--- src/rtl/trace_pkg.sv ---
// trace_pkg: shared definitions for the execution trace buffer.
//   - capture state encoding (IDLE/ARMED/CAPTURE/DONE)
//   - field widths of one captured sample (PC 32, INST 32, ALU 16)
//   - entry packing order {ts, pc, inst, alu}; the timestamp field only
//     exists when TRACE_TIMESTAMP_EN is defined and sits above BASE_W.
package trace_pkg;

  localparam int PC_W     = 32;
  localparam int INST_W   = 32;
  localparam int ALU_W    = 16;
  localparam int BASE_W   = PC_W + INST_W + ALU_W;

  // Bit offsets of each field inside a packed entry.
  localparam int ALU_LSB  = 0;
  localparam int INST_LSB = ALU_LSB + ALU_W;
  localparam int PC_LSB   = INST_LSB + INST_W;

  typedef enum logic [1:0] {
    ST_IDLE    = 2'd0,
    ST_ARMED   = 2'd1,
    ST_CAPTURE = 2'd2,
    ST_DONE    = 2'd3
  } cap_state_e;

  // Packs the timestamp-free part of an entry as {pc, inst, alu}.
  function automatic logic [BASE_W-1:0] pack_base(
    input logic [PC_W-1:0]   pc,
    input logic [INST_W-1:0] inst,
    input logic [ALU_W-1:0]  alu
  );
    return {pc, inst, alu};
  endfunction

endpackage

--- src/rtl/trace_capture_if.sv ---
// trace_capture_if: host-side read port of the trace buffer.
//   rd_valid  head entry available          (buffer -> host)
//   rd_ready  host accepts head entry       (host -> buffer)
//   rd_pc / rd_inst / rd_alu  head entry fields
//   rd_ts     head entry timestamp, present only with TRACE_TIMESTAMP_EN
// Modports: master = trace buffer side, slave = debug host side.
interface trace_capture_if
`ifdef TRACE_TIMESTAMP_EN
  #(parameter int TS_W = 16)
`endif
  ();
  import trace_pkg::*;

  logic              rd_valid;
  logic              rd_ready;
  logic [PC_W-1:0]   rd_pc;
  logic [INST_W-1:0] rd_inst;
  logic [ALU_W-1:0]  rd_alu;
`ifdef TRACE_TIMESTAMP_EN
  logic [TS_W-1:0]   rd_ts;
`endif

  modport master (
    output rd_valid,
    output rd_pc,
    output rd_inst,
    output rd_alu,
`ifdef TRACE_TIMESTAMP_EN
    output rd_ts,
`endif
    input  rd_ready
  );

  modport slave (
    input  rd_valid,
    input  rd_pc,
    input  rd_inst,
    input  rd_alu,
`ifdef TRACE_TIMESTAMP_EN
    input  rd_ts,
`endif
    output rd_ready
  );

endinterface

--- src/rtl/trace_fifo.sv ---
// trace_fifo: DEPTH x W circular storage for captured trace entries.
// Ports:
//   clk, reset    clock, asynchronous active-high reset (clears storage too,
//                 so the head fields read zero straight out of reset)
//   push, wr_data write one entry at the write pointer
//   pop           drop the head entry (ignored when empty)
//   flush         synchronous clear of pointers and count; beats push/pop
//   rd_data       storage at the read pointer, combinational
//   count         entries currently held
// The producer guarantees no push while full, so no overflow guard here.
module trace_fifo #(
  parameter int DEPTH = 16,
  parameter int W     = 80,
  localparam int PTR_W = $clog2(DEPTH),
  localparam int CNT_W = PTR_W + 1
) (
  input  logic             clk,
  input  logic             reset,
  input  logic             push,
  input  logic             pop,
  input  logic             flush,
  input  logic [W-1:0]     wr_data,
  output logic [W-1:0]     rd_data,
  output logic [CNT_W-1:0] count
);

  logic [W-1:0]     mem_r [DEPTH];
  logic [PTR_W-1:0] wr_ptr_r;
  logic [PTR_W-1:0] rd_ptr_r;
  logic [CNT_W-1:0] count_r;
  logic             pop_s;

  // A pop only counts when there is something to remove
  always_comb begin
    pop_s = 1'b0;
    if (pop && (count_r != '0)) begin
      pop_s = 1'b1;
    end else begin
      pop_s = 1'b0;
    end
  end

  // Storage, pointers and occupancy; pointers wrap modulo DEPTH naturally
  always_ff @(posedge clk or posedge reset) begin
    if (reset) begin
      for (int i = 0; i < DEPTH; i++) begin
        mem_r[i] <= '0;
      end
      wr_ptr_r <= '0;
      rd_ptr_r <= '0;
      count_r  <= '0;
    end else if (flush) begin
      wr_ptr_r <= '0;
      rd_ptr_r <= '0;
      count_r  <= '0;
    end else begin
      if (push) begin
        mem_r[wr_ptr_r] <= wr_data;
        wr_ptr_r        <= wr_ptr_r + PTR_W'(1);
      end else begin
        wr_ptr_r        <= wr_ptr_r;
      end
      if (pop_s) begin
        rd_ptr_r <= rd_ptr_r + PTR_W'(1);
      end else begin
        rd_ptr_r <= rd_ptr_r;
      end
      case ({push, pop_s})
        2'b10:   count_r <= count_r + CNT_W'(1);
        2'b01:   count_r <= count_r - CNT_W'(1);
        default: count_r <= count_r;
      endcase
    end
  end

  assign rd_data = mem_r[rd_ptr_r];
  assign count   = count_r;

endmodule

--- src/rtl/trace_capture.sv ---
// trace_capture: on-chip execution trace buffer.
// Waits (when armed) for a retired sample whose PC equals trig_pc, then
// records that sample and the following ones until DEPTH entries have been
// written. A debug host drains entries over the rd valid/ready port.
// Optional feature macro: TRACE_TIMESTAMP_EN adds a free-running TS_W-bit
// cycle counter whose value at the write edge is stored with each entry and
// presented on rd.rd_ts.
// Ports:
//   clk, reset            clock, asynchronous active-high reset
//   arm                   arm request (IDLE/DONE only; DONE also flushes)
//   trig_pc               PC value that starts capture
//   sample_valid          debug_* hold a retired instruction this cycle
//   debug_pc/inst/alu_out processor debug outputs
//   rd                    read port (trace_capture_if.master)
//   state                 0 IDLE, 1 ARMED, 2 CAPTURE, 3 DONE
//   count                 entries currently buffered
module trace_capture
  import trace_pkg::*;
#(
  parameter int DEPTH = 16
`ifdef TRACE_TIMESTAMP_EN
  , parameter int TS_W = 16
`endif
) (
  input  logic                   clk,
  input  logic                   reset,
  input  logic                   arm,
  input  logic [PC_W-1:0]        trig_pc,
  input  logic                   sample_valid,
  input  logic [PC_W-1:0]        debug_pc,
  input  logic [INST_W-1:0]      debug_inst,
  input  logic [ALU_W-1:0]       debug_alu_out,
  trace_capture_if.master        rd,
  output logic [1:0]             state,
  output logic [$clog2(DEPTH):0] count
);

  localparam int CNT_W = $clog2(DEPTH) + 1;
`ifdef TRACE_TIMESTAMP_EN
  localparam int ENTRY_W = BASE_W + TS_W;
`else
  localparam int ENTRY_W = BASE_W;
`endif

  cap_state_e         state_r;
  cap_state_e         state_nxt_s;
  logic [CNT_W-1:0]   wr_cnt_r;
  logic [CNT_W-1:0]   fifo_cnt_s;
  logic               trig_hit_s;
  logic               push_s;
  logic               pop_s;
  logic               flush_s;
  logic               arm_ok_s;
  logic [ENTRY_W-1:0] entry_s;
  logic [ENTRY_W-1:0] head_s;

`ifdef TRACE_TIMESTAMP_EN
  logic [TS_W-1:0]    ts_r;

  // Free-running cycle counter, wraps at 2^TS_W
  always_ff @(posedge clk or posedge reset) begin
    if (reset) begin
      ts_r <= '0;
    end else begin
      ts_r <= ts_r + TS_W'(1);
    end
  end

  assign entry_s = {ts_r, pack_base(debug_pc, debug_inst, debug_alu_out)};
`else
  assign entry_s = pack_base(debug_pc, debug_inst, debug_alu_out);
`endif

  // Capture FSM next-state and per-cycle push/flush decisions
  always_comb begin
    state_nxt_s = state_r;
    push_s      = 1'b0;
    flush_s     = 1'b0;
    arm_ok_s    = 1'b0;
    trig_hit_s  = sample_valid && (debug_pc == trig_pc);
    case (state_r)
      ST_IDLE: begin
        if (arm) begin
          arm_ok_s    = 1'b1;
          state_nxt_s = ST_ARMED;
        end else begin
          state_nxt_s = ST_IDLE;
        end
      end
      ST_ARMED: begin
        // The matching sample itself is the first entry.
        if (trig_hit_s) begin
          push_s      = 1'b1;
          state_nxt_s = ST_CAPTURE;
        end else begin
          state_nxt_s = ST_ARMED;
        end
      end
      ST_CAPTURE: begin
        if (sample_valid) begin
          push_s = 1'b1;
          // wr_cnt_r counts writes before this one; this is the DEPTH-th.
          if (wr_cnt_r == CNT_W'(DEPTH - 1)) begin
            state_nxt_s = ST_DONE;
          end else begin
            state_nxt_s = ST_CAPTURE;
          end
        end else begin
          state_nxt_s = ST_CAPTURE;
        end
      end
      ST_DONE: begin
        if (arm) begin
          arm_ok_s    = 1'b1;
          flush_s     = 1'b1;
          state_nxt_s = ST_ARMED;
        end else begin
          state_nxt_s = ST_DONE;
        end
      end
      default: begin
        state_nxt_s = ST_IDLE;
      end
    endcase
  end

  // Capture state register
  always_ff @(posedge clk or posedge reset) begin
    if (reset) begin
      state_r <= ST_IDLE;
    end else begin
      state_r <= state_nxt_s;
    end
  end

  // Entries written since trigger; saturates at DEPTH, cleared by an accepted arm
  always_ff @(posedge clk or posedge reset) begin
    if (reset) begin
      wr_cnt_r <= '0;
    end else if (arm_ok_s) begin
      wr_cnt_r <= '0;
    end else if (push_s && (wr_cnt_r != CNT_W'(DEPTH))) begin
      wr_cnt_r <= wr_cnt_r + CNT_W'(1);
    end else begin
      wr_cnt_r <= wr_cnt_r;
    end
  end

  // The FIFO gives flush priority, so a pop coinciding with an arm in DONE is dropped.
  assign pop_s = rd.rd_valid && rd.rd_ready;

  trace_fifo #(
    .DEPTH (DEPTH),
    .W     (ENTRY_W)
  ) u_fifo (
    .clk     (clk),
    .reset   (reset),
    .push    (push_s),
    .pop     (pop_s),
    .flush   (flush_s),
    .wr_data (entry_s),
    .rd_data (head_s),
    .count   (fifo_cnt_s)
  );

  assign rd.rd_valid = (fifo_cnt_s != '0);
  assign rd.rd_pc    = head_s[PC_LSB +: PC_W];
  assign rd.rd_inst  = head_s[INST_LSB +: INST_W];
  assign rd.rd_alu   = head_s[ALU_LSB +: ALU_W];
`ifdef TRACE_TIMESTAMP_EN
  assign rd.rd_ts    = head_s[BASE_W +: TS_W];
`endif

  assign state = state_r;
  assign count = fifo_cnt_s;

endmodule
--- src/flat_wrapper.sv ---
// flat-port wrapper written by rule: the top's interface ports become plain ports
module trace_capture_flat import trace_pkg::*;
#(
  parameter int DEPTH = 16

)
  (clk, reset, arm, trig_pc, sample_valid, debug_pc, debug_inst, debug_alu_out, state, count, rd_rd_valid, rd_rd_pc, rd_rd_inst, rd_rd_alu, rd_rd_ready);
  trace_capture_if rd_i ();
  input  logic clk;
  input  logic reset;
  input  logic arm;
  input  logic [PC_W-1:0] trig_pc;
  input  logic sample_valid;
  input  logic [PC_W-1:0] debug_pc;
  input  logic [INST_W-1:0] debug_inst;
  input  logic [ALU_W-1:0] debug_alu_out;
  output logic [1:0] state;
  output logic [$clog2(DEPTH):0] count;
  output wire logic [$bits(rd_i.rd_valid)-1:0] rd_rd_valid;
  output wire logic [$bits(rd_i.rd_pc)-1:0] rd_rd_pc;
  output wire logic [$bits(rd_i.rd_inst)-1:0] rd_rd_inst;
  output wire logic [$bits(rd_i.rd_alu)-1:0] rd_rd_alu;
  input wire logic [$bits(rd_i.rd_ready)-1:0] rd_rd_ready;
  assign rd_rd_valid = rd_i.rd_valid;
  assign rd_rd_pc = rd_i.rd_pc;
  assign rd_rd_inst = rd_i.rd_inst;
  assign rd_rd_alu = rd_i.rd_alu;
  assign rd_i.rd_ready = rd_rd_ready;
  trace_capture #(.DEPTH(DEPTH)) u_core (.clk(clk), .reset(reset), .arm(arm), .trig_pc(trig_pc), .sample_valid(sample_valid), .debug_pc(debug_pc), .debug_inst(debug_inst), .debug_alu_out(debug_alu_out), .rd(rd_i), .state(state), .count(count));
endmodule
--- config.mk ---
export PLATFORM = sky130hd
export DESIGN_NAME = trace_capture_flat
export DESIGN_NICKNAME = d
export VERILOG_FILES = /design/src/rtl/trace_pkg.sv /design/src/rtl/trace_capture_if.sv /design/src/rtl/trace_fifo.sv /design/src/rtl/trace_capture.sv /design/src/flat_wrapper.sv
export SDC_FILE = /design/constraint.sdc
export NUM_CORES = 2
export LEC_CHECK = 0
export CAP_MARGIN = 20
export CELL_PAD_IN_SITES_DETAIL_PLACEMENT = 2
export CELL_PAD_IN_SITES_GLOBAL_PLACEMENT = 2
export CORE_UTILIZATION = 35
export CTS_CLUSTER_SIZE = 16
export DETAILED_ROUTE_END_ITERATION = 10
export PLACE_DENSITY_LB_ADDON = 0.3
export SYNTH_ARGS = -nofsm -noshare
export SYNTH_HDL_FRONTEND = slang
export SYNTH_HIERARCHICAL = 1
export SYNTH_SLANG_ARGS = --single-unit
--- constraint.sdc ---
create_clock -name clk -period 68.8 [get_ports clk]
set_clock_uncertainty 0.05 [all_clocks]
set_input_delay 20.64 -clock clk [delete_from_list [all_inputs] [get_ports clk]]
set_output_delay 20.64 -clock clk [all_outputs]
set_load 0.005 [all_outputs]
# [Yosys cells after proc, flatten, opt, wreduce, memory -nomap -nowiden]
# Index checks and enable logic that the tools add are counted.
[word_totals] regBits=1300 latchBits=0 mem_bits_rw=0 romBits=0 inputBits=117 output_inout_bits=88 word_cells=80 n_memories=0
[op_classes] add_sub_neg=5 mul=0 n_div=0 order_cmp=3 n_eq_ne=8 shifts=0 n_mux=27 bitwise=3 n_reduce_logical=13
[ops] cell="bitwise mux 1280 bit" n=1
[ops] cell="binary-select mux 80 bit (select 4 bit)" n=1
[ops] cell="demux 80 bit (select 4 bit)" n=1
[ops] cell="two-way mux 80 bit" n=3
[ops] cell="equality test 32 bit" n=1
[ops] cell="two-way mux 4 bit" n=4
[ops] cell="two-way mux 5 bit" n=3
[ops] cell="adder 5 x 1 -> 5 bit (second input constant)" n=2
[ops] cell=">= comparator 5 bit (second input constant)" n=2
[ops] cell="NOT 4 -> 5 bit" n=2
[ops] cell="case mux 5 bit (2 select lines)" n=1
[ops] cell="two-way mux 1 bit" n=9
[ops] cell="adder 4 x 1 -> 4 bit (second input constant)" n=2
[ops] cell="case mux 2 bit (4 select lines)" n=1
[ops] cell="equality test 2 bit (second input constant)" n=3
[ops] cell="nonzero test 2 bit" n=3
[ops] cell="equality test 5 x 4 -> 1 bit (second input constant)" n=1
[ops] cell="logical AND 1 bit" n=5
[ops] cell="< comparator 5 x 1 -> 1 bit (second input constant)" n=1
[ops] cell="inequality test 5 bit (second input constant)" n=1
[ops] cell="nonzero test 5 bit" n=1
[ops] cell="subtractor 5 x 1 -> 5 bit (second input constant)" n=1
[ops] cell="equality test 2 x 1 -> 1 bit (second input constant)" n=2
[ops] cell="two-way mux 2 bit" n=2
[ops] cell="other kinds (6)" n=6

# [Logic depth before layout (Yosys ltp)]
[logic_depth] ltp_word=7 depth_mapped=13 mapped_depth_nobuf=13

# [Hierarchy]
# The synthesis kept the hierarchy.
[modules_own_cells] module="trace_fifo" n_inst=1 cells_per_inst=3374 area_per_inst_um2=57812.9 seq_area_each_um2=32356.0
[modules_own_cells] module="trace_capture" n_inst=1 cells_per_inst=130 area_per_inst_um2=1059.8 seq_area_each_um2=175.2

# [Least setup slack after synthesis]
# No wires, ideal clock.
[synth_path] path_type="in2reg" from="in trig_pc[19]" to="reg u_core.u_fifo.count_r[4] (netlist: u_core/u_fifo/count[4])" setup_time_ns=0.125 arrival_ns=23.242 required_ns=68.625 slack_ns=45.383 cell_stages=12 path_buffers=1 path_cell_list="nor2b_4 a2111oi_4 nand4_1 or2_4 o31ai_4 buf_1 nor2_1 ha_1 and3_1 o21ai_0 o21ai_0 mux2_2"
[synth_via] elab_chain_len=7 elab_cells_between_ends=9 classes_between="3 x eq/ne; 4 x mux; 2 x reduce/logical"
[synth_rtl] item="start: declaration" line="flat_wrapper.sv:12" rtl="input logic [PC_W-1:0] trig_pc;"
[synth_rtl] item="equality test 32 bit (*)" line="trace_capture.sv:80" rtl="trig_hit_s = sample_valid && (debug_pc == trig_pc);"
[synth_rtl] item="logical AND 1 bit (*)" line="trace_capture.sv:80"
[synth_rtl] item="two-way mux 1 bit (*)" line="trace_capture.sv:92" rtl="if (trig_hit_s) begin"
[synth_rtl] item="case mux 1 bit (2 select lines) (*)" line="trace_capture.sv:81" rtl="case (state_r)"
[synth_rtl] item="named net u_core.push_s" line="trace_capture.sv:50" rtl="logic push_s;"
[synth_rtl] item="equality test 2 x 1 -> 1 bit or equality test 2 bit (tied branches)" line="trace_fifo.sv:68" rtl="case ({push, pop_s})"
[synth_rtl] item="case mux 5 bit (2 select lines)" line="trace_fifo.sv:68"
[synth_rtl] item="two-way mux 5 bit" line="trace_fifo.sv:52" rtl="end else if (flush) begin"
[synth_rtl] item="end signal: assignment" line="trace_fifo.sv:69" rtl="2'b10: count_r <= count_r + CNT_W'(1);"
[synth_rtl] item="end signal: assignment" line="trace_fifo.sv:70" rtl="2'b01: count_r <= count_r - CNT_W'(1);"
[synth_rtl] item="end signal: assignment" line="trace_fifo.sv:71" rtl="default: count_r <= count_r;"
[synth_rtl] item="end: declaration" line="trace_fifo.sv:30" rtl="logic [CNT_W-1:0] count_r;"
# The timed path passes the listed nets; every way through them passes the cells marked *.
# A chain may end at the register's enable or synchronous reset.

# [Final worst setup path]
[layout_path] from="in debug_pc[26]" to="reg u_core/u_fifo/mem_r[329] (netlist name)"
[layout_via] elab_chain_len=5
[layout_rtl] item="start: declaration" line="flat_wrapper.sv:14" rtl="input logic [PC_W-1:0] debug_pc;"
[layout_rtl] item="equality test 32 bit" line="trace_capture.sv:80"
[layout_rtl] item="logical AND 1 bit" line="trace_capture.sv:80"
[layout_rtl] item="two-way mux 1 bit" line="trace_capture.sv:92"
[layout_rtl] item="case mux 1 bit (2 select lines)" line="trace_capture.sv:81"
[layout_rtl] item="named net u_core.push_s" line="trace_capture.sv:50"
[layout_rtl] item="AND reduction 2 bit (no line)"
[layout_rtl] item="end signal: indexed assignment" line="trace_fifo.sv:58" rtl="mem_r[wr_ptr_r] <= wr_data;"
[layout_rtl] item="end: declaration" line="trace_fifo.sv:27" rtl="logic [W-1:0] mem_r [DEPTH];"
# The timed path passes the listed nets, and every way through them passes these cells.

==> flow_summary.yaml <==
finish:
  synthToLayoutAreaGrowth_pct: 15.27
  fin_area_um2: 67860
  layout-drive-gt1-share: 0.5366
  nets: 3746
  final_core_util: 0.4063
placed_design:
  io_buffers: 204
  gp_congestion: 0.7273
  dp_hpwl_um: 93010
  dpl_cell_area_um2: 62950
critical_path:
  crit_type: "input port to flip-flop"
  critPathMaxStageDelay_ps: 910
  worst_path_dominant_cell_family: "simple AND/OR/NAND/NOR gates"
  critPathMaxFanout: 39
  rr_worst_depth: 10
  regToRegStartpoint: "u_core/state[0]"
  cpMostUsedCell: "buf_4"
  crit_cells: 12
  cp_num_buf_inv: 3
  startpoint: "debug_pc[26]"
  worstPathArrival_ps: 27670
  setup.worst_path.end_class: "flip-flop"
  cp_slowest_cell: "clkdlybuf4s50_1"
  worstPathRequired_ps: 69410
  r2r_end: "u_core/u_fifo/mem_r[329]"
  cp-start-kind: "input port"
  worstPathCellList: "clkdlybuf4s50_1, xor2_1, nor4_1, nand3_1, or2_4, o31ai_4, nor2b_1, nand2_1, nor2_4, buf_4, buf_4, mux2_2"
  crit_end: "u_core/u_fifo/mem_r[329]"
  r2r_setup_slack_ps: 63010
die:
  die_area_um2: 169900
  core.rowCount: 150
  die_w_um: 412.1
  pin_count: 205
  dieHeight_um: 412.1
  start_util: 0.3525
  fp.coreArea_um2: 167000
route:
  drc: 0
  drtPass1Iterations: 4
  wl_per_cell_um: 27.71
  first_iter_violations: 1732
  via_per_inst: 5.402
  routed_wl_um: 164600
  routed-via-count: 32090
  drtAntennaViolNets: 0
grt:
  antenna_found_initial: 14
  track_usage: 0.1979
  grt_pass1_vias: 36570
  grt.overflow.total: 0
  grt_max_degree: 161
  grt_pass1_wl_um: 250200
cts:
  clk_latency_ps: 770
  cts_root_buffer: "clkbuf_16"
  clock-sinks: 1300
  cts-resized-gates: 0
  clkTransAtPathRegs_ps: 50
  ctsHoldBuffers: 0
  cts_setup_buffers: 0
  htreeDepth: 4
  clk_path_buf_depth: 3
  cts_tree: "done"
  numCtsBuffers: 149
yosys:
  synth_seq_cells: 1300
  synthMuxAreaShare: 0.3999
  avgSynthCellArea_um2: 16.80
  syn_area_um2: 58870
  synthCells: 3504
  synthTopCellsByArea: "dfrtp_1, mux2_2, mux4_2"
  ys_types: 54
  yosysTopAreaCellShare: 0.5526
  synth_compound_area_frac: 0.005186
  yosys_warnings: 6
  yosys.area_share.simple: 0.01041
  synth.net_count: 3635
  seq_area_frac_synth: 0.5526
  yosysTopAreaCell: "dfrtp_1"
  synth_top_family_by_area: "multiplexers"
  synth-xor-area-share: 0.004017
  synthAdderAreaFrac: 0.002975
timing:
  fin_crit_sh: 0.3934
  tightest_slew_ps: 1143
  hold_violations: 0
  slew_violations: 0
  fin_setup_tns_ps: 0
  slew_headroom: 0.2383
  finalSetupViolations: 0
  rsz0062_at_grt: "no"
  period_needed_ps: 27070
  whs_ps: 449.1
  max_freq_mhz: 36.95
run_status:
  outcome: "finished, final reports clean"
power_and_ir_drop:
  ir_worst_vdd_mv: 0.02431
  total_power_mw: 1.601
  power.leakage_nw: 31.53
  powerDensity_nw_per_um2: 23.59
min_path:
  hp-class: "flip-flop to flip-flop"
  hold_depth: 1
flow_run:
  cap_violations: 0
==> how the worst min path moves through the flow <==
stage | from | slack, ps | end
finish | u_core/u_fifo/mem_r[962] | 450 | u_core/u_fifo/mem_r[962]
global route | u_core/u_fifo/mem_r[1114] | 460 | u_core/u_fifo/mem_r[1114]
CTS | u_core/u_fifo/mem_r[1052] | 450 | u_core/u_fifo/mem_r[1052]
detailed placement | u_core/u_fifo/mem_r[1052] | 440 | u_core/u_fifo/mem_r[1052]
global placement | u_core/u_fifo/mem_r[1119] | 430 | u_core/u_fifo/mem_r[1119]
floorplan | u_core/u_fifo/mem_r[1040] | 420 | u_core/u_fifo/mem_r[1040]
==> worst reg2reg max path, stage by stage, from the launching register on <==
cell	delay [ps]
dfrtp_1	400
inv_1	90
ha_1	360
nand2_1	190
o31ai_4	750
nor2b_1	840
nand2_1	390
nor2_4	570
buf_4	720
buf_4	840
mux2_2	480
==> Yosys cell counts, drive strengths merged <==
cell     count
o31ai        2
mux2      1285
o21a         1
o211ai       3
dfrtp     1300
or2          3
nor2        35
o21ai        5
a222oi       1
and2         2
xor2        19
ha          14
o32ai        1
o41ai        1
and3         4
a311oi       1
nor4         3
o2111ai      2
mux4       400
a2111oi      3
nand4bb      1
buf        173
clkbuf     133
a31o         1
a21oi        5
a311o        1
or3          6
inv         18
o211a        1
nor2b       16
o2111a       2
mux2i        6
nand3        9
xnor2        8
nand2b      14
o221ai       1
nand4        5
nand2       13
nor3         2
nand3b       1
a31oi        2
or4          1
==> flip-flops by register name, indices dropped and copies added (netlist names) <==
register and flops:
u_core/u_fifo/wr_ptr_r 4, u_core/state 2, u_core/u_fifo/rd_ptr_r 4, u_core/wr_cnt_r 5, u_core/u_fifo/count 5, u_core/u_fifo/mem_r 1280
==> cells by family after synthesis <==
| logic type | Yosys count |
|---|---|
| buffers and inverters | 324 |
| and+or+nand+nor | 115 |
| AOI/OAI and AO/OA | 33 |
| adders and majority gates | 14 |
| DFF | 1300 |
| xor gates and xnor gates | 27 |
| muxes | 1691 |
==> power breakdown <==
part	switching [mW]	total [mW]	internal, mW
registers	0.000385	0.766	0.765
logic	0.0339	0.0444	0.0105
clock network	0.322	0.791	0.468
total	0.357	1.60	1.24
==> routing by layer <==
layer | part of all wire | up-vias | global-route usage
li1 | - | 13370 | -
met4 | 0.027 | 8 | 0.06169
met1 | 0.47 | 17950 | 0.2803
met5 | 0.00034 | - | 0
met2 | 0.47 | 536 | 0.3109
met3 | 0.037 | 227 | 0.03235
==> cell usage in the layout (no fill, tap or decap), drive strengths merged, types with 3 or more instances in the layout <==
cell type / count
buf: 62
a2111oi: 3
or3: 6
nand2b: 14
clkbuf: 225
or2: 3
a21oi: 5
xor2: 19
ha: 14
nand4: 5
o21ai: 5
xnor2: 8
clkinv: 23
and3: 4
nand2: 13
mux2i: 6
inv: 25
mux2: 1285
diode: 7
bufinv: 8
clkdlybuf4s50: 204
nor2: 35
nand3: 9
nor4: 3
dfrtp: 1300
o211ai: 3
nor2b: 16
mux4: 400
==> area by class of cell <==
class                           instances  area [um^2]
Antenna cell                            7        17.52
Clock buffer                          225         4368
Timing Repair Buffer                  266         2603
Tap cell                             2204         2758
Multi-Input combinational cell       1880        25010
Sequential cell                      1300        32550
Inverter                               18        75.07
Clock inverter                         40        480.5
Fill cell                           15820        99180
==> per-stage QoR <==
stage / cells / setup WS, ps
after global placement: 5666 / 40990
after CTS: 5931 / 41690
final: 5940 / 41730
after detailed placement: 5666 / 40840
after global routing: 5937 / 41490
after floorplan: 3504 / 11670
No activity file was read; power rests on OpenSTA's default activity.
